### config.mk
export PLATFORM = sky130hd
export DESIGN_NAME = tinyalu_arbiter
export DESIGN_NICKNAME = d
export VERILOG_FILES = /design/src/rtl/tinyalu_ctrl_pkg.sv /design/src/rtl/rr_arb2.sv /design/src/rtl/tinyalu_arbiter.sv
export SDC_FILE = /design/constraint.sdc
export NUM_CORES = 1
export LEC_CHECK = 0
export ABC_AREA = 1
export CAP_MARGIN = 40
export CORE_ASPECT_RATIO = 1.25
export CORE_MARGIN = 5
export CORE_UTILIZATION = 35
export DETAILED_ROUTE_END_ITERATION = 10
export PLACE_DENSITY = 0.69
export SYNTH_ARGS = -nofsm -noshare
export SYNTH_HDL_FRONTEND = slang
export SYNTH_SLANG_ARGS = --single-unit
export TNS_END_PERCENT = 20
### constraint.sdc
create_clock -name clk -period 6.4 [get_ports clk]
set_clock_uncertainty 0.1 [all_clocks]
set_input_delay 1.6 -clock clk [delete_from_list [all_inputs] [get_ports clk]]
set_output_delay 1.6 -clock clk [all_outputs]
set_load 0.02 [all_outputs]
### src/rtl/tinyalu_ctrl_pkg.sv
// Shared types and op decode for the tinyalu requester arbiter.
package tinyalu_ctrl_pkg;

  localparam int unsigned DATA_W = 8;
  localparam int unsigned OP_W   = 3;
  localparam int unsigned RES_W  = 16;

  typedef enum logic [OP_W-1:0] {
    no_op  = 3'b000,
    add_op = 3'b001,
    and_op = 3'b010,
    xor_op = 3'b011,
    mul_op = 3'b100
  } operation_t;

  typedef enum logic [1:0] {
    IDLE,
    ISSUE,
    RESP,
    DRAIN
  } state_t;

  typedef struct packed {
    logic [DATA_W-1:0] a;
    logic [DATA_W-1:0] b;
    logic [OP_W-1:0]   op;
  } alu_cmd_t;

  function automatic logic is_legal_op(input logic [OP_W-1:0] op);
    return op <= OP_W'(mul_op);
  endfunction

  // Legal ops that actually need the ALU (everything except no_op).
  function automatic logic is_alu_op(input logic [OP_W-1:0] op);
    return (op != OP_W'(no_op)) && is_legal_op(op);
  endfunction

endpackage

### src/rtl/rr_arb2.sv
// Two-request round-robin arbiter; the tie-break pointer moves only on update.
module rr_arb2 (
  input  logic       clk,
  input  logic       reset_n,
  input  logic [1:0] req,
  input  logic       update,
  output logic [1:0] grant_c
);

  logic prio_q;  // 1: requester 1 wins a tie

  always_comb begin
    grant_c = req;
    if (req == 2'b11) grant_c = prio_q ? 2'b10 : 2'b01;
  end

  always_ff @(posedge clk or negedge reset_n) begin
    if (!reset_n)    prio_q <= 1'b0;
    else if (update) prio_q <= grant_c[0];
  end

endmodule

### src/rtl/tinyalu_arbiter.sv
// Shares one tinyalu between two valid/ready requesters with local no_op/illegal
// handling, a start watchdog and a post-operation drain of the done pipeline.
module tinyalu_arbiter
  import tinyalu_ctrl_pkg::*;
#(
  parameter int unsigned DRAIN   = 4,
  parameter int unsigned TIMEOUT = 16
) (
  input  logic                clk,
  input  logic                reset_n,
  input  logic                req0_valid,
  output logic                req0_ready,
  input  logic [DATA_W-1:0]   req0_a,
  input  logic [DATA_W-1:0]   req0_b,
  input  logic [OP_W-1:0]     req0_op,
  output logic                rsp0_valid,
  output logic [RES_W-1:0]    rsp0_result,
  output logic                rsp0_err,
  input  logic                req1_valid,
  output logic                req1_ready,
  input  logic [DATA_W-1:0]   req1_a,
  input  logic [DATA_W-1:0]   req1_b,
  input  logic [OP_W-1:0]     req1_op,
  output logic                rsp1_valid,
  output logic [RES_W-1:0]    rsp1_result,
  output logic                rsp1_err,
  output logic [DATA_W-1:0]   alu_a,
  output logic [DATA_W-1:0]   alu_b,
  output logic [OP_W-1:0]     alu_op,
  output logic                alu_start,
  input  logic                alu_done,
  input  logic [RES_W-1:0]    alu_result,
  output logic                busy
);

  localparam int unsigned TO_W = $clog2(TIMEOUT);
  localparam int unsigned DR_W = $clog2(DRAIN);

  state_t           state;
  logic [TO_W-1:0]  to_cnt;
  logic [DR_W-1:0]  dr_cnt;
  logic             owner;
  logic             issued;
  logic [RES_W-1:0] res_q;
  logic             err_q;
  logic [1:0]       grant_c;
  logic             accept_c;
  alu_cmd_t         sel_c;

  rr_arb2 u_arb (
    .clk     (clk),
    .reset_n (reset_n),
    .req     ({req1_valid, req0_valid}),
    .update  (accept_c),
    .grant_c (grant_c)
  );

  assign req0_ready  = grant_c[0] && (state == IDLE);
  assign req1_ready  = grant_c[1] && (state == IDLE);
  assign accept_c    = (req0_valid && req0_ready) || (req1_valid && req1_ready);
  assign rsp0_result = res_q;
  assign rsp1_result = res_q;
  assign rsp0_err    = err_q;
  assign rsp1_err    = err_q;

  // Payload of the granted requester.
  always_comb begin
    sel_c = '{a: req0_a, b: req0_b, op: req0_op};
    if (grant_c[1]) sel_c = '{a: req1_a, b: req1_b, op: req1_op};
  end

  always_ff @(posedge clk or negedge reset_n) begin
    if (!reset_n) begin
      state      <= IDLE;
      to_cnt     <= '0;
      dr_cnt     <= '0;
      owner      <= 1'b0;
      issued     <= 1'b0;
      res_q      <= '0;
      err_q      <= 1'b0;
      rsp0_valid <= 1'b0;
      rsp1_valid <= 1'b0;
      alu_a      <= '0;
      alu_b      <= '0;
      alu_op     <= '0;
      alu_start  <= 1'b0;
      busy       <= 1'b0;
    end else begin
      rsp0_valid <= 1'b0;
      rsp1_valid <= 1'b0;
      case (state)
        IDLE: begin
          if (accept_c) begin
            owner  <= grant_c[1];
            busy   <= 1'b1;
            to_cnt <= '0;
            if (is_alu_op(sel_c.op)) begin
              alu_a     <= sel_c.a;
              alu_b     <= sel_c.b;
              alu_op    <= sel_c.op;
              alu_start <= 1'b1;
              issued    <= 1'b1;
              state     <= ISSUE;
            end else begin
              // Answered locally; the ALU never sees it.
              res_q      <= '0;
              err_q      <= !is_legal_op(sel_c.op);
              issued     <= 1'b0;
              rsp0_valid <= grant_c[0];
              rsp1_valid <= grant_c[1];
              state      <= RESP;
            end
          end
        end
        ISSUE: begin
          if (alu_done) begin
            res_q      <= alu_result;
            err_q      <= 1'b0;
            alu_start  <= 1'b0;
            rsp0_valid <= !owner;
            rsp1_valid <= owner;
            state      <= RESP;
          end else if (to_cnt == TO_W'(TIMEOUT - 1)) begin
            res_q      <= '0;
            err_q      <= 1'b1;
            alu_start  <= 1'b0;
            rsp0_valid <= !owner;
            rsp1_valid <= owner;
            state      <= RESP;
          end else begin
            to_cnt <= to_cnt + 1'b1;
          end
        end
        RESP: begin
          dr_cnt <= '0;
          if (issued) begin
            state <= tinyalu_ctrl_pkg::DRAIN;
          end else begin
            state <= IDLE;
            busy  <= 1'b0;
          end
        end
        tinyalu_ctrl_pkg::DRAIN: begin
          // alu_done is ignored here: the multiplier re-pulses done after start drops.
          if (dr_cnt == DR_W'(DRAIN - 1)) begin
            alu_op <= '0;
            state  <= IDLE;
            busy   <= 1'b0;
          end else begin
            dr_cnt <= dr_cnt + 1'b1;
          end
        end
        default: state <= IDLE;
      endcase
    end
  end

endmodule

==> flow_metrics.py <==
metrics = {
    "power_and_ir_drop": {
        "power.leakage_uw": 0.001912,
        "p_total_uw": 1751,
        "power.density_nw_per_um2": 462.1,
        "peakVddDrop_mv": 0.1890,
    },
    "clock_network": {
        "clock_latency_ns": 0.30,
        "cts.clk_slew.worst_paths_ns": 0.09,
        "cts_resized": 0,
        "cts_sinks": 51,
        "cts_buffer_depth": 2,
        "cts_root_buf": "clkbuf_8",
        "cts_tree": "yes",
        "post_cts_buffers": 0,
        "h-tree-depth": 2,
        "cts_hold_buf": 0,
        "cts_made_buffers": 5,
    },
    "run_status": {
        "status": "finished, final reports clean",
    },
    "floorplanning": {
        "fp-row-count": 35,
        "core-area_um2": 7357,
        "die_area_um2": 9339,
        "initial_core_util": 0.3566,
        "io_pins": 118,
        "die_x_um": 87.44,
        "die_h_um": 106.8,
    },
    "detailed_routing": {
        "drtPass1Iterations": 4,
        "routed_via_density": 4.596,
        "drt_iter0_drc": 127,
        "routed_wl_um": 6785,
        "antenna_left": 0,
        "vias": 2413,
        "drc": 0,
        "wl_per_cell_um": 12.92,
    },
    "yosys": {
        "synth_area_um2": 2624,
        "synthTopCellsByArea": "dfrtp_1 49%, nand2_1 25%, buf_4 6.0%, nand3_1 5.5%, inv_1 1.7%",
        "synth_top_cell_area_share": 0.4864,
        "yosysMostFrequentCell": "nand2_1",
        "ys.flop_type": "dfrtp_1",
        "synth_top_cell_by_area": "dfrtp_1",
        "synth_commonest_cells": "177 x nand2_1, 51 x dfrtp_1, 29 x nand3_1, 21 x buf_4, 12 x inv_1",
        "synth_edf_count": 0,
        "syn_avg_cell_area_um2": 7.809,
        "ys_seq_area_frac": 0.4864,
        "ys_types": 26,
        "ys_warn_count": 0,
        "synth_cells": 336,
        "async_flop_share": 1.000,
        "syn_nets": 398,
        "synth_seq_cells": 51,
    },
    "placement": {
        "gp_congestion": 0.8193,
        "dp_cells": 517,
        "dp_hpwl_um": 5191,
        "port_buffers": 117,
    },
    "worst_setup_path": {
        "worst_ep_required_time_ns": 4.70,
        "r2r_end": "rsp0_result[0]",
        "reg2reg_from": "u_arb.prio_q",
        "cp-end-kind": "output pin",
        "r2r_slack_ns": 3.39,
        "crit_type": "in2out",
        "worstSetupStartpointType": "primary input",
        "crit_fanout": 22,
        "crit_arrival_ns": 3.65,
        "r2r_cells": 13,
    },
    "global_route": {
        "grt_max_degree": 52,
        "overflow": 0,
        "grt_pass1_vias": 2397,
        "grt_pass1_wl_um": 10960,
        "antenna_found_initial": 0,
        "groute.usage.overall": 0.1457,
    },
    "final_layout": {
        "finalNonFillerCells": 525,
        "nFillCells": 743,
        "drive_gt1_frac": 0.05774,
        "area_growth_pct": 44.44,
        "nets": 494,
        "n_antenna_cell": 0,
    },
    "sta": {
        "setup_viol": 0,
        "hold_violations": 0,
        "rsz0062_at_grt": "no",
        "period_share": 0.8356,
        "worstMarginPinSlew_ns": 0.7572,
        "period_minus_slack_ns": 5.348,
        "tns_ns": 0,
        "slew_headroom": 0.4952,
        "fmax_mhz": 187.0,
        "maxSlewViolCount": 0,
    },
    "worst_hold_path": {
        "min_path_cells": 1,
        "min_from": "owner",
        "holdPathEnd": "rsp0_valid",
        "hold_path.class": "reg2reg",
    },
    "job": {
        "maxCapViolations": 0,
    },
}
==> worst max-delay path by stage <==
stage | startpoint | slack [ns] | endpoint
3_5_place_dp | req0_valid | 1.05 | req1_ready
5_1_grt | req0_valid | 0.86 | req1_ready
2_1_floorplan | req0_valid | 2.67 | req1_ready
4_1_cts | req0_valid | 1.04 | req1_ready
3_3_place_gp | req0_valid | 1.08 | req1_ready
6_report | req0_valid | 1.05 | req1_ready
==> per-stage QoR <==
stage          worst slack, ns  area [um^2]  utilization  hold WS [ns]
5_1_grt                 0.8647         3790       0.5151        0.3987
4_1_cts                  1.044         3790       0.5151        0.3677
3_5_place_dp             1.047         3705       0.5036        0.3514
2_1_floorplan            2.668         2624            -        0.3361
6_report                 1.052         3790       0.5151        0.3647
3_3_place_gp             1.083         3705       0.5036        0.3531
==> power breakdown <==
part           switching (uW)  internal, uW  total [uW]
Combinational             568           436        1000
Sequential                101           463         564
Clock                     107          76.7         184
==> placed cells by master, fill, tap and decap left out, types with 2 or more instances in the layout <==
cell type,netlist,routed
nor2_1,4,4
ha_1,3,3
nand3_1,29,29
nand2_1,177,177
nand3_2,2,2
inv_1,12,12
clkbuf_8,0,5
nand2_4,2,2
dfrtp_1,51,51
inv_2,3,3
o21ai_0,2,2
a21oi_1,2,2
nand2_2,5,5
nor2_4,3,3
nand4_1,3,3
o22ai_1,3,3
clkdlybuf4s50_1,0,116
==> logic make-up after synthesis <==
group / count (synthesis) / synth area share
AOI/OAI and AO/OA: 8 / 0.01765
xor gates and xnor gates: 1 / 0.003339
adders and majority gates: 3 / 0.01431
buffers and inverters: 44 / 0.1006
DFF: 51 / 0.4864
muxes: 1 / 0.003815
and+or+nand+nor: 228 / 0.3739
==> final cells by class <==
| class | instances | area, um^2 | share of cell area |
|---|---|---|---|
| Clock inverter | 2 | 12.51 | 0.003301 |
| Clock buffer | 6 | 72.57 | 0.01915 |
| Tap cell | 92 | 115.1 | 0.03037 |
| Inverter | 15 | 56.30 | 0.01486 |
| Multi-Input combinational cell | 241 | 1084 | 0.2859 |
| Timing Repair Buffer | 118 | 1174 | 0.3097 |
| Sequential cell | 51 | 1276 | 0.3367 |
==> critical path, stage by stage <==
cell	delay, ns
clkdlybuf4s50_1	0.45
nand2_1	0.10
nand2_2	0.27
inv_2	0.37
nand2_1	0.16
inv_1	0.09
clkdlybuf4s50_1	0.60
==> flip-flops by register name, indices dropped and copies added, names as in the netlist <==
name / flops
alu_a: 8
alu_b: 8
alu_op: 3
alu_start: 1
busy: 1
dr_cnt: 2
issued: 1
owner: 1
rsp0_err: 1
rsp0_result: 16
rsp0_valid: 1
rsp1_valid: 1
state: 2
to_cnt: 4
u_arb.prio_q: 1
==> routing by layer <==
metal / global-route usage / vias up / share of wire
met5: 0 / - / 0
met2: 0.2613 / 80 / 0.50
met1: 0.1641 / 1103 / 0.41
li1: - / 1219 / -
met3: 0.03536 / 11 / 0.067
met4: 0.05263 / 0 / 0.021
Note: power is estimated with default switching activity, not from simulation.
